`src/rtl/bcd_updown_counter_if.sv`:
```
// Counter control and readout bundle: the event/host side drives the strobes,
// the counter drives the live count, the snapshot and the status pulses.
interface bcd_updown_counter_if #(
  parameter int unsigned DIGITS = 8
);
  localparam int unsigned W = 4 * DIGITS;

  logic         en;
  logic         dir;
  logic         load;
  logic [W-1:0] load_val;
  logic         upd;
  logic [W-1:0] count;
  logic [W-1:0] snap;
  logic         carry;
  logic         load_err;

  modport master (
    output en, dir, load, load_val, upd,
    input  count, snap, carry, load_err
  );

  modport slave (
    input  en, dir, load, load_val, upd,
    output count, snap, carry, load_err
  );
endinterface

```
`src/rtl/bcd_updown_counter.sv`:
```
// Multi-digit BCD up/down counter with validated parallel load, wrap or
// saturate at the boundary, carry/borrow pulse and a snapshot register.
module bcd_updown_counter #(
  parameter int unsigned DIGITS = 8,
  parameter bit          WRAP   = 1'b1
) (
  input  logic                  clk,
  input  logic                  rst,
  bcd_updown_counter_if.slave   bus
);

  localparam int unsigned W = 4 * DIGITS;

  logic [W-1:0]             count_q, count_d;
  logic [W-1:0]             snap_q, snap_d;
  logic                     carry_q, carry_d;
  logic                     err_q, err_d;

  logic [DIGITS-1:0][3:0]   cur;
  logic [DIGITS-1:0][3:0]   lv;
  logic [DIGITS-1:0][3:0]   step_up;
  logic [DIGITS-1:0][3:0]   step_dn;
  logic [DIGITS-1:0]        is9;
  logic [DIGITS-1:0]        is0;
  logic [DIGITS-1:0]        lv_ok;
  logic [DIGITS-1:0]        up_en;
  logic [DIGITS-1:0]        dn_en;
  logic                     at_max;
  logic                     at_zero;
  logic                     boundary;
  logic                     lv_valid;

  assign cur = count_q;
  assign lv  = bus.load_val;

  // Per-digit terminal detect and load-value validity.
  always_comb begin
    is9   = '0;
    is0   = '0;
    lv_ok = '0;
    for (int i = 0; i < int'(DIGITS); i++) begin
      is9[i]   = (cur[i] == 4'd9);
      is0[i]   = (cur[i] == 4'd0);
      lv_ok[i] = (lv[i] <= 4'd9);
    end
  end

  // Ripple-enable chains: a digit steps only when every lower digit is terminal.
  always_comb begin
    logic run_up;
    logic run_dn;
    up_en  = '0;
    dn_en  = '0;
    run_up = 1'b1;
    run_dn = 1'b1;
    for (int i = 0; i < int'(DIGITS); i++) begin
      up_en[i] = run_up;
      dn_en[i] = run_dn;
      run_up   = run_up & is9[i];
      run_dn   = run_dn & is0[i];
    end
  end

  // Candidate next values for a step in either direction.
  always_comb begin
    step_up = cur;
    step_dn = cur;
    for (int i = 0; i < int'(DIGITS); i++) begin
      if (up_en[i]) begin
        step_up[i] = is9[i] ? 4'd0 : 4'(cur[i] + 4'd1);
      end
      if (dn_en[i]) begin
        step_dn[i] = is0[i] ? 4'd9 : 4'(cur[i] - 4'd1);
      end
    end
  end

  assign at_max   = &is9;
  assign at_zero  = &is0;
  assign lv_valid = &lv_ok;
  assign boundary = bus.dir ? at_max : at_zero;

  // Next-state: load has priority over counting; snapshot is independent.
  always_comb begin
    count_d = count_q;
    carry_d = 1'b0;
    err_d   = 1'b0;
    snap_d  = snap_q;
    if (bus.load) begin
      if (lv_valid) begin
        count_d = bus.load_val;
      end else begin
        err_d = 1'b1;
      end
    end else if (bus.en) begin
      carry_d = boundary;
      // In saturate mode the boundary value simply holds.
      if (WRAP || !boundary) begin
        count_d = bus.dir ? W'(step_up) : W'(step_dn);
      end
    end
    if (bus.upd) begin
      snap_d = count_q;
    end
  end

  always_ff @(posedge clk) begin
    if (rst) begin
      count_q <= '0;
      snap_q  <= '0;
      carry_q <= 1'b0;
      err_q   <= 1'b0;
    end else begin
      count_q <= count_d;
      snap_q  <= snap_d;
      carry_q <= carry_d;
      err_q   <= err_d;
    end
  end

  assign bus.count    = count_q;
  assign bus.snap     = snap_q;
  assign bus.carry    = carry_q;
  assign bus.load_err = err_q;

endmodule
```
`src/flat_wrapper.sv`:
```
// flat-port wrapper written by rule: the top's interface ports become plain ports
module bcd_updown_counter_flat 
#(
  parameter int unsigned DIGITS = 8,
  parameter bit          WRAP   = 1'b1
)
  (clk, rst, bus_en, bus_dir, bus_load, bus_load_val, bus_upd, bus_count, bus_snap, bus_carry, bus_load_err);
  bcd_updown_counter_if #(.DIGITS(DIGITS)) bus_i ();
  input  logic clk;
  input  logic rst;
  input wire logic [$bits(bus_i.en)-1:0] bus_en;
  input wire logic [$bits(bus_i.dir)-1:0] bus_dir;
  input wire logic [$bits(bus_i.load)-1:0] bus_load;
  input wire logic [$bits(bus_i.load_val)-1:0] bus_load_val;
  input wire logic [$bits(bus_i.upd)-1:0] bus_upd;
  output wire logic [$bits(bus_i.count)-1:0] bus_count;
  output wire logic [$bits(bus_i.snap)-1:0] bus_snap;
  output wire logic [$bits(bus_i.carry)-1:0] bus_carry;
  output wire logic [$bits(bus_i.load_err)-1:0] bus_load_err;
  assign bus_i.en = bus_en;
  assign bus_i.dir = bus_dir;
  assign bus_i.load = bus_load;
  assign bus_i.load_val = bus_load_val;
  assign bus_i.upd = bus_upd;
  assign bus_count = bus_i.count;
  assign bus_snap = bus_i.snap;
  assign bus_carry = bus_i.carry;
  assign bus_load_err = bus_i.load_err;
  bcd_updown_counter #(.DIGITS(DIGITS), .WRAP(WRAP)) u_core (.clk(clk), .rst(rst), .bus(bus_i));
endmodule
```
`config.mk`:
```
export PLATFORM = sky130hd
export DESIGN_NAME = bcd_updown_counter_flat
export DESIGN_NICKNAME = d
export VERILOG_FILES = /design/src/rtl/bcd_updown_counter_if.sv /design/src/rtl/bcd_updown_counter.sv /design/src/flat_wrapper.sv
export SDC_FILE = /design/constraint.sdc
export NUM_CORES = 1
export LEC_CHECK = 0
export ABC_AREA = 1
export CAP_MARGIN = 20
export CORE_ASPECT_RATIO = 1.1
export CORE_UTILIZATION = 50
export CTS_CLUSTER_SIZE = 20
export DETAILED_ROUTE_END_ITERATION = 12
export PLACE_DENSITY = 0.89
export SYNTH_ARGS = -nofsm -noshare
export SYNTH_HDL_FRONTEND = slang
export SYNTH_SLANG_ARGS = --single-unit
```
`constraint.sdc`:
```
create_clock -name clk -period 3.8 [get_ports clk]
set_clock_uncertainty 0.2 [all_clocks]
set_input_delay 0.76 -clock clk [delete_from_list [all_inputs] [get_ports clk]]
set_output_delay 0.76 -clock clk [all_outputs]
set_load 0.02 [all_outputs]
```
==> metrics.yaml <==
status: "finished clean"
synthTopCellsByCount: "nand2_1, nor2_1, dfxtp_1, a21oi_1, o21ai_0"
postCtsHoldBufs: 0
synth_cells: 626
grt_overflow: 0
cap_viol_max_count: 0
crit_arrival_ps: 3050
maxSlewHeadroom_pct: 52.4
synth.distinct_cells: 36
antenna_cells: 0
wire_per_inst_um: 14.1
root_buffer: "clkbuf_8"
synth-compound-area-share_pct: 20.7
synth_edf_count: 0
max_clock_freq_mhz: 337
syn_area_um2: 3960
numCtsBuffers: 9
hp-start: "u_core.bus.snap[4]"
yosysWarnings: 0
crit_path_max_incr_delay_ps: 780
synth.area.top_cells: "dfxtp_1, nand2_1, nor2_1"
regArea_um2: 1320
cp_cell_sequence: "clkdlybuf4s50_1 > nor2_4 > inv_2 > a31oi_1 > a21o_1 > nor2_4 > nand2_1 > nand2_1 > nor2_1"
yosysTopAreaCell: "dfxtp_1"
synth-simple-area-share_pct: 36.8
grt_max_degree: 36
crit_start: "bus_load"
p_leak_uw: 0.00220
gp_congestion: 0.984
grt_pass1_wl_um: 19100
drc: 0
multiInputGateArea_um2: 2330
core_area_um2: 7560
crit_buf_inv: 2
crit_cells: 9
synth_seq_area_share_pct: 33.4
initial_utilization_pct: 52.4
required_ps: 3890
post-place-cells: 818
post_cts_buffers: 0
synth_area_per_cell_um2: 6.32
first_global_vias: 4214
ff2ff_path_depth: 10
min_period_ps: 2970
clk_pin_slew_ps: 70
numPortBuffers: 103
routed_via_density: 5.46
cts_tree: "yes"
fin_crit_sh_pct: 78.1
whs_path_depth: 2
drt_first_pass_iters: 5
dieArea_um2: 8280
cellPowerDensity_nw_per_um2: 356
layout.cells.non_filler: 832
dp_hpwl_um: 8630
cts_resized: 0
nNetsFinal: 762
grt_usage_pct: 29.4
path_delay_family: "buffers and inverters"
drive_gt1_share_pct: 10.0
synth_adder_area_share_pct: 0
finalHoldViolCount: 0
drv_slew: 0
setup_violations: 0
fin_total_pwr_uw: 1860
clkLatencyLatePin_ps: 350
postSynth.asyncResetShare_pct: 0
drt.antenna.violating_nets: 0
wirelength_um: 11700
fin_setup_tns_ps: 0
cts_buffer_depth: 2
synth_top_family_by_area: "simple AND/OR/NAND/NOR gates"
ys_ff_latch: 66
die_w_um: 86.8
rsz0062_at_grt: "no"
cts_max_level: 3
path_max_fanout: 15
rows: 33
hp-class: "flip-flop to flip-flop"
fillers: 653
synth-xor-area-share_pct: 1.33
worst-setup-path-type: "primary input to flip-flop"
synth_mux_area_share_pct: 0
pin_count: 104
crit_slowest_cell: "clkdlybuf4s50_1"
crit_path_start_kind: "primary input"
rr_startpoint: "u_core.bus.count[10]"
synth-main-ff-cell: "dfxtp_1"
die_y_um: 95.3
syn2layout_area_growth_pct: 32.5
yosysMostFrequentCell: "nand2_1"
synth_top_cell_area_share_pct: 33.4
clock-sinks: 66
antenna_found_initial: 0
synth_nets: 664
cp-end-kind: "flip-flop"
vias: 4545
worst_slew_pin_slew_ps: 712
first_iter_violations: 283
ir_drop_uv: 199
per-layer routing:
layer | track usage, % | vias up | part of all wire [%]
met2 | 50.5 | 214 | 50
met5 | 0 | - | 0
met1 | 35.4 | 2063 | 40
met3 | 5.28 | 26 | 7.2
li1 | - | 2242 | -
met4 | 14.2 | 0 | 2.5
worst paths after layout:
| kind | to | slack, ps |
|---|---|---|
| hold reg to reg | u_core.bus.snap[4] | 300 |
| setup / recovery | u_core.bus.count[4] | 830 |
| setup reg to reg | u_core.bus.count[19] | 1870 |
| hold / removal | u_core.bus.snap[4] | 300 |
layout by cell type (no fill, tap or decap), types with 3 or more instances in the layout:
cell / count
nand3_2: 3
inv_2: 16
nand4_1: 8
o21ai_0: 63
dfxtp_1: 66
nor2_1: 103
nand2_1: 146
inv_1: 38
a31oi_1: 3
clkdlybuf4s50_1: 102
a21oi_1: 63
nand2_2: 6
clkbuf_8: 12
o21ai_1: 14
nor2_2: 8
nand3_1: 29
xor2_1: 6
nor2_4: 10
buf_4: 7
area by class of cell:
class / count / area share (%)
clock inverter: 2 / 0.239
tap: 105 / 2.51
timing repair buffer: 110 / 20.6
multi-input combinational: 482 / 44.4
inverter: 55 / 3.94
sequential: 66 / 25.2
clock buffer: 12 / 3.15
flip-flops by register name (all words and copies together) (netlist names):
name / count
u_core.bus.snap: 32
u_core.bus.carry: 1
u_core.bus.load_err: 1
u_core.bus.count: 32
stage by stage:
step                worst slack (ps)  hold WS (ps)  instance area, um^2  util, %
floorplan                       1770           392                 3960        -
global placement                 686           283                 5070     67.0
detailed placement               581           289                 5070     67.0
CTS                              924           315                 5240     69.4
global route                     737           354                 5240     69.4
finish                           831           303                 5240     69.4
cell families (layout without fill, tap and decap cells):
kind of cell    after synthesis  in the layout
flops                        66             66
xor+xnor                      6              6
simple gates                322            322
buf+inv                      78            179
compound gates              154            154
power breakdown:
part | internal [uW] | switching (uW)
Sequential | 738 | 56.6
Clock | 282 | 268
Combinational | 214 | 306
Total | 1230 | 631
worst register-to-register path, delay by kind of cell (launching register included):
family | cells | cell delay, ps
buffers and inverters | 1 | 150
and+or+nand+nor | 8 | 940
DFF | 1 | 370
AOI/OAI and AO/OA | 1 | 180
No activity file was read; power rests on OpenSTA's default activity.
